File: src/rtl/instr_fetch_unit.sv
// Single-issue instruction fetch stage: PC register, req/ready fetch handshake,
// decode-side instruction hold and the beq next-PC path. It also counts accepted fetches.
module instr_fetch_unit #(
   parameter logic [31:0] RESET_PC = 32'h0040_0000
) (
   input  logic        clk,
   input  logic        reset,
   output logic        imem_req,
   output logic [31:0] imem_addr,
   input  logic        imem_ready,
   input  logic [31:0] imem_rdata,
   output logic [31:0] instr,
   output logic        instr_valid,
   input  logic        stall,
   input  logic        branch,
   input  logic        zero,
   input  logic [15:0] imm16,
   output logic [31:0] pc_out,
   output logic [31:0] pc_plus4,
   output logic [31:0] fetch_count
);

   typedef enum logic [1:0] {
      S_FETCH,
      S_WAIT,
      S_VALID
   } state_t;

   state_t      state_q, state_d;
   logic [31:0] pc_q, pc_d;
   logic [31:0] instr_q, instr_d;
   logic [31:0] cnt_q, cnt_d;
   logic        valid_q, valid_d;
   logic        req_d;
   logic [31:0] br_off;

   // imm16 is a signed word offset; scale to bytes
   assign br_off = {{14{imm16[15]}}, imm16, 2'b00};

   always_ff @(posedge clk or posedge reset) begin
      if (reset) begin
         state_q <= S_FETCH;
         pc_q    <= RESET_PC;
         instr_q <= '0;
         cnt_q   <= '0;
         valid_q <= 1'b0;
      end else begin
         state_q <= state_d;
         pc_q    <= pc_d;
         instr_q <= instr_d;
         cnt_q   <= cnt_d;
         valid_q <= valid_d;
      end
   end

   always_comb begin
      state_d = state_q;
      pc_d    = pc_q;
      instr_d = instr_q;
      cnt_d   = cnt_q;
      valid_d = valid_q;
      req_d   = 1'b0;
      case (state_q)
         S_FETCH, S_WAIT: begin
            req_d = 1'b1;
            if (imem_ready) begin
               instr_d = imem_rdata;
               valid_d = 1'b1;
               state_d = S_VALID;
            end else begin
               state_d = S_WAIT;
            end
         end
         S_VALID: begin
            if (!stall) begin
               valid_d = 1'b0;
               cnt_d   = cnt_q + 32'd1;
               pc_d    = pc_plus4 + ((branch && zero) ? br_off : '0);
               state_d = S_FETCH;
            end
         end
         default: state_d = S_FETCH;
      endcase
   end

   // state sits in FETCH during reset, so the request must be masked explicitly
   assign imem_req    = req_d & ~reset;
   assign imem_addr   = pc_q;
   assign pc_out      = pc_q;
   assign pc_plus4    = pc_q + 32'd4;
   assign instr       = instr_q;
   assign instr_valid = valid_q;
   assign fetch_count = cnt_q;

endmodule

File: config.mk
export PLATFORM = sky130hd
export DESIGN_NAME = instr_fetch_unit
export DESIGN_NICKNAME = d
export VERILOG_FILES = /design/src/rtl/instr_fetch_unit.sv
export SDC_FILE = /design/constraint.sdc
export NUM_CORES = 1
export LEC_CHECK = 0
export ABC_AREA = 0
export CAP_MARGIN = 20
export CELL_PAD_IN_SITES_DETAIL_PLACEMENT = 0
export CELL_PAD_IN_SITES_GLOBAL_PLACEMENT = 1
export CORE_UTILIZATION = 35
export CTS_CLUSTER_DIAMETER = 60
export DETAILED_ROUTE_END_ITERATION = 6
export PLACE_DENSITY_LB_ADDON = 0.2
export SYNTH_ARGS = -nofsm -noshare
export SYNTH_HDL_FRONTEND = slang
export SYNTH_SLANG_ARGS = --single-unit
File: constraint.sdc
create_clock -name clk -period 7.2 [get_ports clk]
set_clock_uncertainty 0.05 [all_clocks]
set_input_delay 1.44 -clock clk [delete_from_list [all_inputs] [get_ports clk]]
set_output_delay 1.44 -clock clk [all_outputs]
set_load 0.02 [all_outputs]
======== Word-level counts from Yosys, hierarchy flattened ========
Index checks and enable logic that the tools add are counted.
storage, ports and cells
  flip-flop bits (word level) ............. 99
  input bits .............................. 54
  output and inout bits ................... 162
  logic and storage cells ................. 30
cells by class
  add/subtract/negate cells ............... 3
  eq/ne operators ......................... 4
  mux-type cells .......................... 8
  bitwise logic cells ..................... 3
  reduce and logical (&&, ||, !) cells .... 7
operators by type and width
  kind                   count
  $add 32x1->32 const B  1
  $add 32x3->32 const B  1
  $add 32x32->32         1
  $mux 32                1
  $mux 2                 2
  $ne 2x2->1 const B     2
  $pmux 2 s2             1
  $reduce_and 2->1       2
  $mux 1                 3
  $reduce_and 3->1       1
  $eq 2x1->1 const B     1
  $eq 2x2->1 const B     1
  $logic_not 2->1        1
  $not 1->1              2
  $pmux 1 s2             1
  $reduce_bool 2->1      1
  $reduce_or 2->1        1
  $and 1x1->1            1
  $logic_and 1x1->1      1

======== Depth between registers and ports, before layout ========
Gate-level depths: netlist of run 1.
  depth in word-level cells ............... 4
  depth in mapped cells ................... 17
  depth with buffers taken out ............ 17

======== Worst setup path after synthesis of run 1 ========
No wires, ideal clock.
  path kind ............................... input port to flip-flop
  start ................................... input branch
  end ..................................... register pc_q[26], in the netlist imem_addr[26]
  setup time .............................. 0.133 ns
  data arrival time ....................... 4.287 ns
  required time ........................... 7.017 ns
  path slack .............................. 2.730 ns
  cell stages on the path ................. 16
  path buffers ............................ 1
  cell sequence ........................... clkbuf_1 > and3_1 > ha_1 > inv_1 > fa_1 > nor2b_1 > o31a_1 > o21bai_1 > a211o_1 > a211oi_1 > o221a_2 > o2111ai_1 > mux2i_1 > o21ai_1 > mux2i_1 > xnor2_1
on the way
  cells in the longest elaborated chain, start to end .. 3
RTL lines
  item                    line  RTL
  start: declaration      15    input logic branch,
  $logic_and 1x1->1       78    pc_d = pc_plus4 + ((branch && zero) ? br_off : '0);
  $mux 32                 78
  $add 32x32->32          78
  end signal: assignment  49    pc_q <= pc_d;
  end: declaration        30    logic [31:0] pc_q, pc_d;
No other way between the ends.
A chain may end at the register's enable or synchronous reset.

======== Final worst setup path of run 1 ========
Ends and elaborated chain as after synthesis.

==> impl_metrics.toml, run 1 <==
[run_status]
outcome = "complete, no violations"

[sta]
fin_crit_ns = 5.173
setup_ws_ns = 2.027
finalMaxSlewViolations = 0
setup_viol = 0
max_freq_mhz = 193.3
hold_viol = 0
min_period_over_period_pct = 71.85
slew_headroom_pct = 52.62
fin_tns_setup_ns = 0
rsz0062_at_grt = "false"
worst_pin_slew_ns = 0.7056

[drt]
viasPerCell = 5.116
num_vias = 5668
drt.antenna.violating_nets = 0
drt_pass1_iterations = 5
drc_errors = 0
avgRoutedWirePerCell_um = 17.41
wirelength_mm = 19.29
drtIter0Drc = 295

[cells_and_area]
utilization_pct = 48.28
diodes = 0
syn2layout_area_growth_pct = 35.53
layout.cells.non_filler = 1108
fill_cells = 1780
nets = 952
drive_above_1_share_pct = 8.581

[yosys]
synth_top_area_cell = "dfrtp_1"
synth_cells = 705
ys_async_sr_fraction_pct = 100.0
synth_top_flop_cell = "dfrtp_1"
yosysMostFrequentCell = "dfrtp_1"
seq_area_frac_synth_pct = 36.57
synth-edff-count = 0
avgSynthCellArea_um2 = 9.420
synthTopCellsByArea = "dfrtp_1 36%, xnor2_1 7.4%, mux2_2 5.6%"
yosysTopAreaCellShare_pct = 36.17
synth.distinct_cells = 69
ys_ff_latch = 97
syn_area_um2 = 6641
synth_warnings = 0
synthTopCellsByCount = "96 x dfrtp_1, 77 x nand2_1, 56 x xnor2_1"

[floorplan]
rows = 50
fp.dieW_um = 139.8
start_util_pct = 35.62
die_h_um = 139.8
ios = 216
core_um2 = 18640
die_area_um2 = 19530

[power_and_ir_drop]
power_density_nw_per_um2 = 344.1
irDropWorstVdd_v = 0.0001401
leakage_nw = 3.952
finalPower_mw = 3.097

[clock_network]
post_cts_resized = 0
cts_root_buf = "clkbuf_16"
clk_latency_ns = 0.35
cts_buffers = 9
cts_tree = "built"
clock_path_buffers = 2
cts_htree_levels = 3
postCtsSetupRepairBufs = 0
cts.sinks = 97
clkTransAtPathRegs_ns = 0.07
cts_hold_buf = 0

[placed_design]
gp_congestion = 0.8558
place.port_buffers = 209
pre_cts_ws_ns = 1.712
dp_cells = 1092
dp_hpwl_mm = 14.71

[global_routing]
grt_pass1_vias = 5513
track_usage_pct = 19.73
grt-ovfl-total = 0
grt_max_degree = 50
antenna_found_initial = 0
grt_pass1_wl_mm = 30.53

[worst_setup_path]
critical_path_arrival_ns = 5.39
critPathMaxStageDelay_ns = 0.77
cpMostUsedCell = "mux2i_1"
path_max_fanout = 16
path_class = "input pin to register"
cp-end-kind = "register"
start_kind = "input pin"
required_ns = 7.42
path_cells = "clkdlybuf4s50_1, and3_1, ha_1, inv_1, fa_1, nor2b_1, o31a_1, o21bai_1, a211o_1, a211oi_1, o221a_2, o2111ai_1, mux2i_1, o21ai_1, mux2i_1, xnor2_1"
slowest_stage = "clkdlybuf4s50_1"

[job]
drv_cap = 0

[min_path]
hold_path.class = "register to register"
-- stage by stage --
| step | hold WS [ns] | instance area (um2) |
|---|---|---|
| floorplan | 0.4233 | 6660 |
| global placement | 0.4097 | 8695 |
| detailed placement | 0.4148 | 8695 |
| CTS | 0.4288 | 9001 |
| global route | 0.4428 | 9001 |
| finish | 0.4239 | 9001 |
-- cell type report --
| type | instances | area (um2) | area share [%] |
|---|---|---|---|
| inverter | 18 | 70.07 | 0.7784 |
| clock buffer | 9 | 225.2 | 2.502 |
| clock inverter | 7 | 81.33 | 0.9035 |
| sequential | 97 | 2429 | 26.98 |
| multi-input combinational | 529 | 3774 | 41.92 |
| tap | 234 | 292.8 | 3.253 |
| timing repair buffer | 214 | 2130 | 23.66 |
-- registers in the layout, indices dropped and copies added, names as in the netlist --
signal       flops
instr           32
instr_valid      1
fetch_count     32
state_q          2
imem_addr       30
-- cell families (layout without fill, tap and decap cells) --
kind of cell             Yosys count  count (layout)  synth area share [%]
adder cells (fa/ha/maj)           29              29                 5.577
multiplexers                      38              38                 6.405
flip-flops                        97              97                 36.57
AND/OR/NAND/NOR                  235             235                 18.39
other                              1               6               0.05646
AO/OA/AOI/OAI                    124             124                 12.38
XOR/XNOR                          97              97                 13.62
buffers and inverters             84             248                 7.008
-- layer usage --
metal,wire (um),global-route usage (%),vias up
li1,-,-,2778
met1,8859,25.40,2703
met2,9255,34.11,170
met3,920,3.304,17
met4,258,5.205,0
met5,0,0,-
-- final timing paths --
check                                       startpoint                          end  cells past startpoint  slack, ns
hold / removal             fetch_count[31]$_DFFE_PP0P_  fetch_count[31]$_DFFE_PP0P_                      1       0.42
min in group asynchronous                        reset         instr[7]$_DFFE_PP0P_                      2       1.49
max in group asynchronous                        reset   fetch_count[1]$_DFFE_PP0P_                      3       4.48
setup reg to reg              imem_addr[6]$_DFFE_PP0P_    imem_addr[28]$_DFFE_PP0P_                     14       2.72
hold reg to reg            fetch_count[31]$_DFFE_PP0P_  fetch_count[31]$_DFFE_PP0P_                      1       0.42
setup / recovery                                branch    imem_addr[26]$_DFFE_PP0P_                     16       2.03
-- layout by cell type, fill, tap and decap left out, types with 5 or more instances in the layout --
cell               n
a21o_1             9
a21oi_1           26
and2_1             6
and3_1            30
and4_1             6
buf_4              5
clkbuf_16          9
clkdlybuf4s50_1  209
conb_1             6
dfrtp_1           96
ha_1              28
inv_1             16
mux2_2            33
nand2_1           77
nand2b_1           6
nand3_1           28
nand4_1           13
nor2_1            39
nor3_1             6
o21ai_0           35
o21bai_1           5
xnor2_1           56
xor2_1            37
-- where the power goes --
group | total (mW) | internal [mW] | leakage, nW | switching (mW)
combinational | 1.72 | 0.817 | 2.59 | 0.900
sequential | 0.886 | 0.674 | 1.22 | 0.213
clock | 0.494 | 0.248 | 0.150 | 0.246
-- critical path, delay by kind of cell --
family / cells / cell delay, ns
compound gates: 7 / 1.62
simple gates: 2 / 0.40
mux: 2 / 0.38
xor+xnor: 1 / 0.13
buf+inv: 2 / 0.83
fa+ha+maj: 2 / 0.59
(Power assumes the default switching activity.)
==> run 2, diff against run 1 <==
--- a/config.mk
+++ b/config.mk
@@ -9,7 +9,7 @@
 export CAP_MARGIN = 20
 export CELL_PAD_IN_SITES_DETAIL_PLACEMENT = 0
 export CELL_PAD_IN_SITES_GLOBAL_PLACEMENT = 1
-export CORE_UTILIZATION = 35
+export CORE_UTILIZATION = 32
 export CTS_CLUSTER_DIAMETER = 60
 export DETAILED_ROUTE_END_ITERATION = 6
 export PLACE_DENSITY_LB_ADDON = 0.2
==> constraint.sdc (replaced) <==
create_clock -name clk -period 4.2 [get_ports clk]
set_clock_uncertainty 0.05 [all_clocks]
set_input_delay 0.84 -clock clk [delete_from_list [all_inputs] [get_ports clk]]
set_output_delay 0.84 -clock clk [all_outputs]
set_load 0.02 [all_outputs]
==> impl_metrics.toml, run 2 (synthesized netlist as in run 1, its figures left out) <==
[clock_network]
cts.sinks = 97
clock_path_buffers = 2
clk_latency_ns = 0.35
cts_htree_levels = 3
cts_root_buf = "clkbuf_16"
clkTransAtPathRegs_ns = 0.08
cts_buffers = 9
cts_tree = "built"

[global_routing]
grt_pass1_vias = 6027
antenna_found_initial = 0
track_usage_pct = 19.06
grt_max_degree = 53
grt-ovfl-total = 0
grt_pass1_wl_mm = 32.36

[floorplan]
start_util_pct = 32.72
ios = 216
core_um2 = 20300
die_area_um2 = 21340
fp.dieW_um = 146.1
die_h_um = 146.1
rows = 52

[sta]
finalMaxSlewViolations = 0
slew_headroom_pct = 61.71
setup_ws_ns = 0.1871
min_period_over_period_pct = 95.55
worst_pin_slew_ns = 0.5737
fin_crit_ns = 4.013
hold_viol = 0
hold_ws_ns = 0.4231
setup_viol = 0
rsz0062_at_grt = "true"
max_freq_mhz = 249.2

[worst_setup_path]
critical_path_arrival_ns = 4.23
required_ns = 4.42
cp-end-kind = "register"
path_class = "input pin to register"
path_max_fanout = 2
start_kind = "input pin"

[placed_design]
gp_congestion = 0.8467
place.port_buffers = 209
pre_cts_ws_ns = -0.4999
dp_hpwl_mm = 15.55

[cells_and_area]
syn2layout_area_growth_pct = 46.42
final_cell_mix = "206 x clkdlybuf4s50_1, 96 x dfrtp_1, 77 x nand2_1"
mostFrequentLayoutCell = "clkdlybuf4s50_1"
drive_above_1_share_pct = 17.58
diodes = 0
nets = 1022

[power_and_ir_drop]
power_density_nw_per_um2 = 575.5
leakage_nw = 4.371
irDropWorstVdd_v = 0.0003246
finalPower_mw = 5.596

[min_path]
hold_path.class = "register to register"

[drt]
avgRoutedWirePerCell_um = 16.53
viasPerCell = 4.924
drt.antenna.violating_nets = 0
drc_errors = 0
drt_pass1_iterations = 4
drtIter0Drc = 246
num_vias = 5978
wirelength_mm = 20.06

[run_status]
outcome = "complete, no violations"

[job]
drv_cap = 0
[run 2: changes by cell type in the layout (fill, tap and decap cells not counted), moves of 3 or more]
cell / change
a21oi_1: -3
a21oi_2: +3
buf_4: +68
clkdlybuf4s50_1: -3
xnor2_1: -4
xnor2_2: +4
[run 2: final timing paths]
path,slack [ns],endpoint,depth (start not counted),from
setup / recovery,0.19,imem_addr[26]$_DFFE_PP0P_,16,imm16[0]
max in group asynchronous,2.61,fetch_count[14]$_DFFE_PP0P_,3,reset
hold / removal,0.42,fetch_count[31]$_DFFE_PP0P_,1,fetch_count[31]$_DFFE_PP0P_
min in group asynchronous,0.86,instr[25]$_DFFE_PP0P_,2,reset
hold reg to reg,0.42,fetch_count[31]$_DFFE_PP0P_,1,fetch_count[31]$_DFFE_PP0P_
setup reg to reg,0.19,imem_addr[31]$_DFFE_PP0P_,17,imem_addr[3]$_DFFE_PP0P_
[run 2: cell type report]
| cell class | count | area [um2] |
|---|---|---|
| Clock buffer | 10 | 239.0 |
| Clock inverter | 6 | 60.06 |
| Fill cell | 1939 | 10580 |
| Inverter | 18 | 70.07 |
| Multi-Input combinational cell | 529 | 3897 |
| Sequential cell | 97 | 2429 |
| Tap cell | 270 | 337.8 |
| Timing Repair Buffer | 284 | 2691 |
[run 2: what timing repair did]
action                     4_1_cts  5_1_grt
pin swaps                        0       16
setup endpoints to repair        5       10
hold buffers                     0        0
gates resized for setup          4       22
buffers inserted                 0        1
[run 2: worst max-delay path, stage by stage]
cell	delay, ns
clkdlybuf4s50_1	0.48
and3_1	0.17
ha_1	0.16
inv_1	0.06
fa_1	0.40
nor2b_1	0.15
o31a_1	0.16
o21bai_1	0.09
a211o_1	0.31
a211oi_2	0.29
o221a_2	0.26
o2111ai_1	0.16
mux2i_1	0.15
o21ai_1	0.18
mux2i_1	0.23
xnor2_1	0.15
[run 2: per-stage QoR]
step | cells | util, % | setup TNS, ns | cell area [um2]
2_1_floorplan | 710 | - | 0 | 6690
3_5_place_dp | 1197 | 45.91 | -3.564 | 9320
3_3_place_gp | 1196 | 45.78 | -2.991 | 9293
4_1_cts | 1213 | 47.44 | 0 | 9629
5_1_grt | 1214 | 47.90 | -0.04466 | 9724
6_report | 1214 | 47.90 | 0 | 9724
[run 2: where the power goes]
part / switching [mW] / internal [mW]
clock network: 0.409 / 0.435
logic: 1.66 / 1.62
registers: 0.315 / 1.16
[run 2: metal layers]
metal	share of wire, %	global-route usage [%]	routed length [um]
met1	43	23.19	8577
met2	52	34.16	10340
met3	3.5	2.688	693
met4	2.3	6.927	452
met5	0	0	0
==> run 3, diff against run 2 <==
--- a/config.mk
+++ b/config.mk
@@ -9,7 +9,7 @@
 export CAP_MARGIN = 20
 export CELL_PAD_IN_SITES_DETAIL_PLACEMENT = 0
 export CELL_PAD_IN_SITES_GLOBAL_PLACEMENT = 1
-export CORE_UTILIZATION = 32
+export CORE_UTILIZATION = 35
 export CTS_CLUSTER_DIAMETER = 60
 export DETAILED_ROUTE_END_ITERATION = 6
 export PLACE_DENSITY_LB_ADDON = 0.2
==> constraint.sdc (replaced) <==
create_clock -name clk -period 3.9 [get_ports clk]
set_clock_uncertainty 0.05 [all_clocks]
set_input_delay 0.78 -clock clk [delete_from_list [all_inputs] [get_ports clk]]
set_output_delay 0.78 -clock clk [all_outputs]
set_load 0.02 [all_outputs]
==> impl_metrics.toml, run 3 (synthesized netlist as in run 1, its figures left out) <==
[cells_and_area]
layout.cells.non_filler = 1197
utilization_pct = 53.11
final_area_um2 = 9902
regArea_um2 = 2444
mostFrequentLayoutCell = "clkdlybuf4s50_1"
final_cell_mix = "204 x clkdlybuf4s50_1, 92 x buf_4, 84 x dfrtp_1"
nets = 1041
syn2layout_area_growth_pct = 49.10
drive_above_1_share_pct = 22.01
diodes = 0
multi_input_area_um2 = 3969
fill_cells = 1682

[drt]
wirelength_mm = 19.88
drtIter0Drc = 305
highest_layer = "met4"
drt.antenna.violating_nets = 0
dr_wl_met2_mm = 9.909
avgRoutedWirePerCell_um = 16.61
drc_errors = 0
num_vias = 6178
drt_pass1_iterations = 5
met3_wirelength_mm = 1.115
viasPerCell = 5.161
wl_met1_mm = 8.347

[sta]
min_period_over_period_pct = 100.5
worst_pin_slew_ns = 0.9533
rsz0062_at_grt = "true"
max_freq_mhz = 255.2
setup_ws_ns = -0.01841
hold_viol = 0
hold_ws_ns = 0.4292
fin_crit_ns = 3.918
setup_viol = 2
finalMaxSlewViolations = 0
fin_tns_setup_ns = -0.03188
slew_headroom_pct = 36.31

[power_and_ir_drop]
leakage_nw = 4.465
switchingPower_mw = 2.640
power_frac_comb_pct = 60.1
switching_share_pct = 42.50
finalPower_mw = 6.212
irDropWorstVdd_v = 0.0003205
clkPwrFrac_pct = 14.7
intPower_mw = 3.572
power_density_nw_per_um2 = 627.4
p_seq_share_pct = 25.2

[floorplan]
fp.dieW_um = 139.8
die_h_um = 139.8
ios = 216
core_um2 = 18640
die_area_um2 = 19530
start_util_pct = 35.62
rows = 50

[run_status]
outcome = "complete, but fails checks"
failed_checks = "negative setup slack"

[worst_setup_path]
required_ns = 4.07
path_class = "register to register"
path_max_fanout = 3
cp-end-kind = "register"
critical_path_arrival_ns = 4.09
start_kind = "register"

[clock_network]
cts_root_buf = "clkbuf_16"
clk_latency_ns = 0.35
cts_hold_buf = 0
cts_htree_levels = 3
cts_tree = "built"
cts_buffers = 9
clkTransAtPathRegs_ns = 0.07
cts.sinks = 97
clock_path_buffers = 2

[placed_design]
place.port_buffers = 209
pre_cts_ws_ns = -0.6601
gp_congestion = 0.8924
dp_hpwl_mm = 15.47
post_dp_cell_area_um2 = 9415
dp_cells = 1174

[min_path]
hold_path.class = "register to register"

[global_routing]
grt_max_degree = 54
antenna_found_initial = 0
grt_pass1_wl_mm = 31.05
track_usage_pct = 20.17
grt_pass1_vias = 5968
grt-ovfl-total = 0

[job]
drv_cap = 0
-- run 3: changes by cell type in the layout (fill, tap and decap cells not counted), moves of 2 or more --
cell,before,now
clkdlybuf4s50_1,206,204
clkinv_8,0,2
dfrtp_1,96,84
o21ai_0,33,31
clkbuf_2,0,2
dfrtp_2,0,12
xor2_1,37,35
xor2_2,0,2
buf_4,73,92
-- run 3: power by group through the flow --
| stage | registers (mW) | clock network (mW) | logic [mW] |
|---|---|---|---|
| after floorplan | 1.81 | 0 | 1.81 |
| after global placement | 1.58 | 0 | 3.62 |
| after detailed placement | 1.59 | 0 | 3.66 |
| after CTS | 1.57 | 0.939 | 3.71 |
| after global routing | 1.61 | 0.973 | 4.00 |
| final | 1.57 | 0.911 | 3.73 |
-- run 3: worst paths after layout --
check | depth (start not counted) | start | to | slack, ns
max in group asynchronous | 3 | reset | instr[19]$_DFFE_PP0P_ | 2.22
worst min-delay path | 1 | fetch_count[31]$_DFFE_PP0P_ | fetch_count[31]$_DFFE_PP0P_ | 0.43
worst min register to register | 1 | fetch_count[31]$_DFFE_PP0P_ | fetch_count[31]$_DFFE_PP0P_ | 0.43
worst max register to register | 17 | imem_addr[2]$_DFFE_PP0P_ | imem_addr[27]$_DFFE_PP0P_ | -0.02
min in group asynchronous | 2 | reset | instr[0]$_DFFE_PP0P_ | 0.88
worst max-delay path | 17 | imem_addr[2]$_DFFE_PP0P_ | imem_addr[27]$_DFFE_PP0P_ | -0.02
-- run 3: layout make-up --
type,instances,area share (%)
clock buffer,9,2.274
clock inverter,7,0.8213
inverter,18,0.7076
multi-input combinational,529,40.08
sequential,97,24.68
tap,234,2.957
timing repair buffer,303,28.48
-- run 3: routing by layer --
layer | up-vias | global-route usage, %
li1 | 2965 | -
met2 | 223 | 35.84
met1 | 2956 | 24.09
met4 | 0 | 7.981
met3 | 34 | 3.476
met5 | - | 0
-- run 3: worst max-delay path: stages, from the launching register on --
cell and delay [ns]:
dfrtp_2 0.41, ha_4 0.13, and3_4 0.18, and2_4 0.15
nand4_1 0.12, xnor2_2 0.18, ha_1 0.35, a21oi_2 0.16
o21ai_2 0.08, a221o_1 0.36, o2111a_1 0.28, o211ai_1 0.18
o31a_1 0.21, a31oi_2 0.12, nor2_1 0.20, mux2i_2 0.28
mux2i_1 0.22, o311ai_1 0.11
-- run 3: repair_timing --
| action | CTS | global route |
|---|---|---|
| pin swaps | 5 | 23 |
| setup endpoints to repair | 8 | 12 |
| resized for setup | 12 | 29 |
| setup buffers | 2 | 5 |
| endpoints found under the hold margin | 0 | 0 |
